==> config.mk <==
export PLATFORM = sky130hd
export DESIGN_NAME = uart_ram_loader
export DESIGN_NICKNAME = d
export VERILOG_FILES = /design/src/rtl/uart_ram_loader_pkg.sv /design/src/rtl/uart_ram_loader_byte_timeout.sv /design/src/rtl/uart_ram_loader.sv
export SDC_FILE = /design/constraint.sdc
export NUM_CORES = 1
export LEC_CHECK = 0
export ABC_CLOCK_PERIOD_IN_PS = 2029
export CORE_MARGIN = 3
export CORE_UTILIZATION = 47
export DETAILED_ROUTE_END_ITERATION = 8
export GPL_ROUTABILITY_DRIVEN = 0
export PLACE_DENSITY_LB_ADDON = 0.15
export SLEW_MARGIN = 40
export SYNTH_ARGS = -nofsm -noshare
export SYNTH_HDL_FRONTEND = slang
export SYNTH_SLANG_ARGS = --single-unit
export TNS_END_PERCENT = 1
==> constraint.sdc <==
create_clock -name clk -period 2.03 [get_ports clk]
set_input_delay 0.609 -clock clk [delete_from_list [all_inputs] [get_ports clk]]
set_output_delay 0.609 -clock clk [all_outputs]
set_load 0.01 [all_outputs]
==> src/rtl/uart_ram_loader_pkg.sv <==
// Shared definitions for the UART boot/upload loader: FSM states, status codes
// and the default response bytes.
package uart_ram_loader_pkg;

    typedef enum logic [2:0] {
        ST_IDLE,
        ST_HDR0,
        ST_HDR1,
        ST_DATA,
        ST_WRITE,
        ST_CHK,
        ST_RESP
    } state_t;

    localparam logic [1:0] STATUS_NONE = 2'b00;
    localparam logic [1:0] STATUS_OK   = 2'b01;
    localparam logic [1:0] STATUS_CSUM = 2'b10;
    localparam logic [1:0] STATUS_TMO  = 2'b11;

    localparam logic [7:0] DEF_ACK = 8'h06;
    localparam logic [7:0] DEF_NAK = 8'h15;

endpackage

==> src/rtl/uart_ram_loader_byte_timeout.sv <==
// Clearable idle counter; tc is high once LIMIT-1 enabled cycles have elapsed
// since the last clear, and the count saturates there.
module byte_timeout #(
    parameter int LIMIT = 50000
) (
    input  logic clk,
    input  logic reset,
    input  logic clr,
    input  logic en,
    output logic tc
);

    localparam int CW = (LIMIT > 2) ? $clog2(LIMIT) : 1;

    logic [CW-1:0] cnt;

    assign tc = (cnt == CW'(LIMIT - 1));

    always_ff @(posedge clk or negedge reset) begin
        if (!reset) begin
            cnt <= '0;
        end else if (clr) begin
            cnt <= '0;
        end else if (en && !tc) begin
            cnt <= cnt + CW'(1);
        end
    end

endmodule

==> src/rtl/uart_ram_loader.sv <==
// Boot/upload sequencer: takes a counted, XOR-checked frame from the UART rx FIFO,
// writes it into data RAM as little-endian words, and answers ACK/NAK on UART tx.
module uart_ram_loader
    import uart_ram_loader_pkg::*;
#(
    parameter int         AW      = 12,
    parameter int         TIMEOUT = 50000,
    parameter logic [7:0] ACK_B   = DEF_ACK,
    parameter logic [7:0] NAK_B   = DEF_NAK
) (
    input  logic          clk,
    input  logic          reset,
    input  logic          start,
    input  logic [AW-1:0] base_addr,
    input  logic          rx_empty,
    input  logic [7:0]    r_data,
    output logic          rd_uart,
    input  logic          tx_full,
    output logic          wr_uart,
    output logic [7:0]    w_data,
    input  logic          cpu_we,
    input  logic [AW-1:0] cpu_addr,
    input  logic [31:0]   cpu_wdata,
    output logic          ram_we,
    output logic [AW-1:0] ram_addr,
    output logic [31:0]   ram_wdata,
    output logic          cpu_hold,
    output logic [1:0]    status
);

    state_t          state, state_next;
    logic [AW-3:0]   wptr;
    logic [15:0]     remaining;
    logic [7:0]      cnt_lo;
    logic [7:0]      xor_acc;
    logic [7:0]      resp;
    logic [1:0]      bidx;
    logic [31:0]     word;
    logic [1:0]      status_q;

    logic            consume_st;
    logic            pop;
    logic            tmo_tc;
    logic            timed_out;
    logic            unused_base;

    assign unused_base = ^base_addr[1:0];

    assign consume_st = (state == ST_HDR0) || (state == ST_HDR1) ||
                        (state == ST_DATA) || (state == ST_CHK);
    assign pop        = consume_st && !rx_empty;
    assign timed_out  = consume_st && rx_empty && tmo_tc;

    assign rd_uart  = pop;
    assign wr_uart  = (state == ST_RESP) && !tx_full;
    assign w_data   = resp;
    assign cpu_hold = (state != ST_IDLE);
    assign status   = status_q;

    // While a session owns the port the CPU write enable is masked entirely.
    assign ram_we    = cpu_hold ? (state == ST_WRITE) : cpu_we;
    assign ram_addr  = cpu_hold ? {wptr, 2'b00} : cpu_addr;
    assign ram_wdata = cpu_hold ? word : cpu_wdata;

    byte_timeout #(
        .LIMIT(TIMEOUT)
    ) u_timeout (
        .clk  (clk),
        .reset(reset),
        .clr  (pop || (state == ST_IDLE)),
        .en   (consume_st && rx_empty),
        .tc   (tmo_tc)
    );

    always_comb begin
        state_next = state;
        case (state)
            ST_IDLE:  if (start) state_next = ST_HDR0;
            ST_HDR0:  if (pop) state_next = ST_HDR1;
            ST_HDR1:  if (pop) state_next = ({r_data, cnt_lo} == 16'd0) ? ST_CHK : ST_DATA;
            ST_DATA:  if (pop && bidx == 2'd3) state_next = ST_WRITE;
            ST_WRITE: state_next = (remaining == 16'd1) ? ST_CHK : ST_DATA;
            ST_CHK:   if (pop) state_next = ST_RESP;
            ST_RESP:  if (!tx_full) state_next = ST_IDLE;
            default:  state_next = ST_IDLE;
        endcase
        if (timed_out) state_next = ST_RESP;
    end

    always_ff @(posedge clk or negedge reset) begin
        if (!reset) begin
            state     <= ST_IDLE;
            wptr      <= '0;
            remaining <= '0;
            cnt_lo    <= '0;
            xor_acc   <= '0;
            resp      <= '0;
            bidx      <= '0;
            word      <= '0;
            status_q  <= STATUS_NONE;
        end else begin
            state <= state_next;
            case (state)
                ST_IDLE: begin
                    if (start) begin
                        wptr      <= base_addr[AW-1:2];
                        remaining <= '0;
                        cnt_lo    <= '0;
                        xor_acc   <= '0;
                        bidx      <= '0;
                    end
                end
                ST_HDR0: if (pop) cnt_lo <= r_data;
                ST_HDR1: if (pop) remaining <= {r_data, cnt_lo};
                ST_DATA: begin
                    if (pop) begin
                        word[{bidx, 3'b000} +: 8] <= r_data;
                        bidx                      <= bidx + 2'd1;
                    end
                end
                ST_WRITE: begin
                    wptr      <= wptr + 1'b1;
                    remaining <= remaining - 16'd1;
                end
                ST_CHK: begin
                    if (pop) begin
                        resp     <= (r_data == xor_acc) ? ACK_B : NAK_B;
                        status_q <= (r_data == xor_acc) ? STATUS_OK : STATUS_CSUM;
                    end
                end
                default: ;
            endcase
            if (pop) xor_acc <= xor_acc ^ r_data;
            if (timed_out) begin
                resp     <= NAK_B;
                status_q <= STATUS_TMO;
            end
        end
    end

endmodule

==> results of run 1 <==
per-stage QoR:
| step | power (mW) | instances | worst slack, ps | hold slack, ps | utilization [%] |
|---|---|---|---|---|---|
| floorplan | 6.30 | 731 | -43.4 | 313 | - |
| detailed placement | 8.74 | 1038 | -442 | 470 | 63.5 |
| finish | 10.5 | 1064 | -354 | 189 | 66.6 |
| global route | 11.2 | 1064 | -420 | 202 | 66.6 |
| CTS | 10.3 | 1063 | -361 | 194 | 65.8 |
| global placement | 8.54 | 1038 | -409 | 464 | 63.5 |
placed cells by master, fill, tap and decap left out, types with 6 or more instances in the layout:
cell,n
a21o_1,9
a21oi_1,19
a22oi_1,7
a31oi_1,6
and3_1,8
buf_12,8
buf_2,44
buf_4,59
buf_6,8
clkbuf_16,9
clkdlybuf4s50_1,72
dfrtp_1,98
ha_1,9
inv_1,16
mux2i_1,14
nand2_1,213
nand2_2,9
nand3_1,21
nand4_1,13
nor2_1,15
nor3_1,9
nor3b_1,10
nor4_1,10
o211ai_1,6
o21ai_0,55
o21ai_1,19
o31ai_1,6
or3_1,6
registers in the layout (all words and copies together) (netlist names):
signal,cells
wptr,10
cnt_lo,8
status,1
bidx,2
u_timeout.cnt,16
state,3
word,32
remaining,16
w_data,3
xor_acc,8
metal layers:
metal	track usage, %	vias to the layer above	wire length, um
met4	8.13	0	284
met3	4.71	26	1060
li1	-	2881	-
met1	35.1	2861	7840
met5	0	-	0
met2	40.6	213	8260
worst max-delay path, cell delays in order, from the launching register on:
cell and delay [ps]:
dfrtp_2 430, nor3_4 210, buf_6 120, inv_1 60, buf_12 170, nand2_1 90
nand2_1 50, dlygate4sd2_1 270
power by group:
group	internal [mW]	switching, mW	leakage, nW
clock	0.989	0.711	0.141
sequential	2.72	0.699	1.31
combinational	2.43	2.90	2.25
area by class of cell:
| cell class | instances | area, um2 | area share (%) |
|---|---|---|---|
| Tap cell | 168 | 210 | 2.60 |
| Inverter | 16 | 60.1 | 0.744 |
| Clock inverter | 2 | 35.0 | 0.434 |
| Clock buffer | 14 | 254 | 3.15 |
| Timing Repair Buffer | 201 | 1820 | 22.5 |
| Multi-Input combinational cell | 564 | 3210 | 39.8 |
| Sequential cell | 99 | 2480 | 30.7 |
how the worst max path moves through the flow:
stage                         from            end  slack, ps  depth (start not counted)
after floorplan           rx_empty        rd_uart        -40                          5
after global placement    rx_empty        rd_uart       -410                          5
after detailed placement  rx_empty        rd_uart       -440                          5
after CTS                 state[1]  ram_wdata[31]       -360                          7
after global routing      state[2]   ram_wdata[6]       -420                          7
final                     state[2]   ram_wdata[6]       -350                          7
logic make-up (layout without fill, tap and decap cells):
group	Yosys count	after routing	share of synthesized area, %
AND/OR/NAND/NOR	365	365	29.9
multiplexers	15	15	2.58
flip-flops	99	99	42.2
buffers and inverters	68	233	5.01
other	1	4	0.0639
adder cells (fa/ha/maj)	9	9	1.92
AO/OA/AOI/OAI	163	163	17.2
XOR/XNOR	8	8	1.19
what timing repair did:
action,4_1_cts,5_1_grt
gates resized for setup,199,46
endpoints found under the setup margin,49,104
pin swaps,2,2
cloned,4,0
buffers inserted,5,1
==> results.md, run 1 <==
* Total power divided by cell area at 1290 mW/mm2
* EDFF count, synth at 0
* Cell count after synthesis at ~730
* Antenna diodes at 0
* Actual slew at the worst max-slew pin at 553 ps
* Die extent in y at 118 um
* Post-Syn Area at 0.00587 mm2
* Std-Cell Core Area at approximately 0.012 mm2
* Filler cell count at 1002
* Status: complete, but fails checks
* Number of buffers added by the clock tree synthesis step at 9
* Ratio of cells with drive above 1 in the final layout at 19.3%
* Maximum number of pins on one net before global-route repair at 42
* CTS max path bufs at 2
* Chip Width at 118 um
* Share of Yosys cell area claimed by the top area cell type at a little over two fifths
* Total I/O pin count at 128
* Fraction of synthesis flops using an asynchronous set or reset pin at 100%
* Total overflow reported by the global router at 0
* Post-synth top area cell: dfrtp_1
* Static leakage at 3.69 nW
* Total routed wirelength at 17400 um
* CTS clock-pin slew for the worst setup and hold paths at 70 ps
* Violations in the final reports: negative setup slack
* Kind of path behind the tightest hold check: input port to async pin
* Global router's overall resource usage at approximately 25%
* Sequential fraction of the synthesis area at between 40% and 50%
* DR WL/cell at approximately 16 um
* Post-synthesis cell type count at 62
* Number of warnings printed during yosys synthesis at 0
* Portion of the clock cycle consumed by the worst path in the final layout at 117%
* DR iter-0 viols at 411
* Area overhead of the layout relative to synthesis at 37.4%
* Peak supply drop at around 0.67 mV
* Total DRC errors in the routed layout at 0
* TritonCTS clock tree: done
* Mean instance size in the synthesized netlist at 8.07 um2
* Worst relative slew slack at 63.0%
* Sort of element at the end of the critical path: output pin
* FP Rows at 40
* Primary flip-flop cell chosen by synthesis mapping: dfrtp_1
* Antenna violations before repair at 0
* Max-capacitance violation count at 0
* Startpoint class of the critical path: flip-flop
* ANT nets after route at 0
* Worst path arrival time at 1770 ps
* DP Area at approximately 0.0077 mm2
* Vias in the first global route at 5740
* Setup Total Neg Slack at -9680 ps
* Min Clock Period, post-route at 2380 ps
* Required time of the worst setup path at 1420 ps
* Effective utilization at floorplan at about 48%
* RSZ-0062 raised after global routing: yes
* Via count at 5981
* Count of input and output buffers at 121
* Number of vias per cell after detailed routing at ~5.6
* Sink count of the clock tree at 99
* Hold Fails Final Rpt at 0
* Register bit total from synthesis at 99
* Max Clk Rate at ~420 MHz
* Floorplan die area at 0.0139 mm2
* Clock latency on the worst-skew pair at 350 ps
* Worst flop-to-flop path startpoint: state[2]
* Final Skew at 5.52 ps
* Clock tree root driver cell: clkbuf_16
* Worst setup path class: flip-flop to output pin
* Count of final setup violators at 48
* Largest fanout on the critical path at 41
* Worst setup slack after layout at -354 ps
* Top cells by instance count after synthesis: nand2_1, dfrtp_1, o21ai_0, clkbuf_1, nand3_1
* Post-CTS Hold Fix Bufs at 0
* H-tree depth at 3
* Final HPWL from detailed placement at 12300 um
* Leading cell type by number of instances after synthesis: nand2_1
* Max-slew violation total from the final report at 0
* Total iterations of the first detailed-routing run at 5
* Final std cell area, no fill at 0.00807 mm2
* Wire length of the first global-routing pass at approximately 29000 um
* Leading cell types by total area after synthesis: dfrtp_1, nand2_1, o21ai_0
* Nets@finish at just under 1k
* Critical R2R Capture: u_timeout.cnt[15]
* Cell count of the worst reg-to-reg path at 7
* Setup slack of the worst register-to-register path at 60 ps
No activity file was read; power rests on OpenSTA's default activity.
==> inputs of run 2 (changes only) <==
- ABC_AREA: not set -> 1
- ABC_CLOCK_PERIOD_IN_PS: 2029 -> 2600
- CORE_UTILIZATION: 47 -> 52
- clock period: 2.03 -> 2.6 ns (I/O delays scaled with it)
==> run 2 against run 1 <==
The run now ends clean; worst setup slack gained 440 ps; utilization is 3.2 points higher; clock power decreased by 22%; cell area is 3.3% lower; non-clock buffer count shrank 53; register-to-register slack better by 610 ps; synthesized cell count up 20%; critical path depth decreased by 2; largest power group unchanged.
==> results.md, run 2 <==
* Most flops, register: word
* Number of vias per cell after detailed routing at roughly 5.3
* Register bit total from synthesis at 99
* Nets@finish at 1074
* Effective utilization at floorplan at 54.7%
* Share of total power consumed by net switching at between 40 and 50%
* End-of-flow core utilization at 69.9%
* Number of flip-flops in the largest register at 32
* Share of Yosys cell area claimed by the top area cell type at 40.5%
* TritonCTS clock tree: done
* Kind of path behind the tightest hold check: input port to async pin
* Switching pwr at 3.83 mW
* Post-synthesis cell type count at 34
* Internal power component at 4.72 mW
* Die extent in y at 114 um
* Setup slack of the worst register-to-register path at 670 ps
* Count of final setup violators at 0
* Most common cell after layout, fill and taps aside: nand2_1
* H-tree depth at 3
* Status: completed
* Required time of the worst setup path at 1820 ps
* CTS max path bufs at 2
* EDFF count, synth at 0
* Worst path arrival time at 1730 ps
* Commonest cells after routing, fill and taps aside: nand2_1, o21ai_0, inv_1, dfrtp_1, nor2_1
* DP Area at roughly 0.0075 mm2
* Peak per-stage delay on the critical path at 480 ps
* Total power divided by cell area at 1100 mW/mm2
* FP Rows at 38
* Ratio of cells with drive above 1 in the final layout at 6.01%
* Sequential fraction of the synthesis area at 40.5%
* Count of input and output buffers at 121
* Actual slew at the worst max-slew pin at 649 ps
* Antenna diodes at 0
* Cell count after synthesis at 873
* Fraction of synthesis flops using an asynchronous set or reset pin at 100%
* Total overflow reported by the global router at 0
* Area overhead of the layout relative to synthesis at 27.8%
* Number of warnings printed during yosys synthesis at 0
* Area of the multi-input gates at 0.00303 mm2
* Hold Fails Final Rpt at 0
* Total chip power at 8.55 mW
* Floorplan die area at 0.0131 mm2
* Post-synth top area cell: dfrtp_1
* Antenna violations before repair at 0
* Launch point of the critical path: rx_empty
* Worst relative slew slack at 56.7%
* Post-Syn Area at 0.00611 mm2
* Top cells by instance count after synthesis: nand2_1, o21ai_0, inv_1, dfrtp_1, nor2_1
* Via count at about 6k
* Chip Width at approximately 110 um
* Dominant cell type by count on the critical path: inv_1
* Worst setup path class: input port to output pin
* Total iterations of the first detailed-routing run at 5
* Proportion of power drawn by flip-flops and latches at 29.0%
* Maximum number of pins on one net before global-route repair at 36
* Filler cell count at 994
* Leading cell types by total area after synthesis: dfrtp_1, nand2_1, o21ai_0
* Final std cell area, no fill at 0.00781 mm2
* Global router's overall resource usage at 25.2%
* Startpoint class of the critical path: input port
* Clock tree root driver cell: clkbuf_16
* RSZ-0062 raised after global routing: yes
* Cell-by-cell trace of the critical path: clkdlybuf4s50_1 -> inv_1 -> nand3_2 -> inv_1 -> dlygate4sd2_1
* Sequential cell area at 0.00248 mm2
* Vias in the first global route at around 5.6k
* Portion of the clock cycle consumed by the worst path in the final layout at 96.7%
* Final HPWL from detailed placement at ~12000 um
* Total routed wirelength at roughly 16000 um
* Peak supply drop at 0.659 mV
* Primary flip-flop cell chosen by synthesis mapping: dfrtp_1
* Worst flop-to-flop path startpoint: state[0]
* Wire length of the first global-routing pass at between 20000 and 30000 um
* Clock latency on the worst-skew pair at approximately 340 ps
* Max Clk Rate at 398 MHz
* ANT nets after route at 0
* Post-CTS Hold Fix Bufs at 0
* Leading cell type by number of instances after synthesis: nand2_1
* Clock power share at roughly 15%
* Static leakage at 3.74 nW
* Max-capacitance violation count at 0
* Largest fanout on the critical path at 2
* Number of buffers added by the clock tree synthesis step at 9
* Total I/O pin count at between 100 and 150
* CTS clock-pin slew for the worst setup and hold paths at 70 ps
* Final Skew at ~6.2 ps
* Sink count of the clock tree at 99
* Crit path max-delay cell type: clkdlybuf4s50_1
* Max-slew violation total from the final report at 0
* Sort of element at the end of the critical path: output pin
* Mean instance size in the synthesized netlist at 7.00 um2
* Total DRC errors in the routed layout at 0
* Std-Cell Core Area at between 0.01 and 0.015 mm2
* DR WL/cell at 14.2 um
* Leading registers by flop count: word: 32 flops, remaining: 16 flops, u_timeout.cnt: 16 flops
* DR iter-0 viols at 455
* Fraction of power consumed by combinational cells at between 50% and 60%
* Min Clock Period, post-route at 2510 ps
==> run 2: cell types whose count changed after synthesis, moves of 8 or more <==
cell / previous run / this run
a21o_1: 9 / 0
and3_1: 8 / 0
clkbuf_1: 34 / 18
inv_1: 16 / 107
mux2i_1: 14 / 0
nand3_1: 21 / 81
nand4_1: 13 / 34
nor2_1: 16 / 88
nor3_1: 12 / 4
nor3b_1: 10 / 0
nor4_1: 11 / 0
o21ai_0: 72 / 108
==> run 2: stage by stage <==
step	hold WS (ps)	cells	worst slack [ps]	TNS, ps
after floorplan	484	876	352	0
after global placement	473	1122	-195	-3910
after detailed placement	459	1122	-198	-4340
after CTS	425	1137	30.0	0
after global routing	439	1138	-24.0	-99.0
final	404	1138	86.0	0
==> run 2: logic make-up (layout without fill, tap and decap cells) <==
logic type / Yosys count / after routing / synth area share, %
AOI/OAI and AO/OA: 150 / 150 / 13.1
DFF: 99 / 99 / 40.5
other: 1 / 4 / 0.0614
and+or+nand+nor: 448 / 448 / 32.1
buffers and inverters: 151 / 273 / 10.2
xor gates and xnor gates: 15 / 15 / 2.15
adders and majority gates: 9 / 9 / 1.84
==> run 2: worst max-delay path, delay by kind of cell <==
| kind | cells | cell delay (ps) |
|---|---|---|
| buffers and inverters | 4 | 890 |
| and+or+nand+nor | 1 | 80 |
==> run 2: what timing repair did <==
action / CTS / global route
pin swaps: 0 / 1
buffers inserted: 0 / 1
setup endpoints to repair: 47 / 26
gates resized for setup: 52 / 5
gates cloned: 1 / 0
hold endpoints to repair: 0 / 0
==> run 2: layer usage <==
metal	vias up	routed length [um]	GRT usage, %
li1	3062	-	-
met4	0	303	7.60
met3	23	996	3.70
met2	167	7180	39.2
met1	2791	7660	36.6
met5	-	0	0
==> run 2: worst paths after layout <==
check / endpoint / cells past startpoint
setup / recovery: rd_uart / 5
hold / removal: word[15] / 1
setup reg to reg: u_timeout.cnt[7] / 11
hold reg to reg: w_data[2] / 2
max in group asynchronous: cnt_lo[1] / 2
min in group clk: w_data[2] / 2
==> run 2: power groups by stage <==
| stage | sequential [mW] | combinational (mW) | clock [mW] |
|---|---|---|---|
| after floorplan | 2.41 | 3.00 | 0 |
| after global placement | 2.47 | 4.88 | 0 |
| after detailed placement | 2.48 | 4.97 | 0 |
| after CTS | 2.47 | 4.75 | 1.33 |
| after global routing | 2.56 | 5.34 | 1.40 |
| final | 2.48 | 4.75 | 1.32 |
==> run 2: final cells by class <==
class,instances,share of cell area (%)
inverter,111,5.37
sequential,99,31.7
clock inverter,3,0.513
multi-input combinational,626,38.8
tap,140,2.24
clock buffer,11,3.11
timing repair buffer,148,18.2
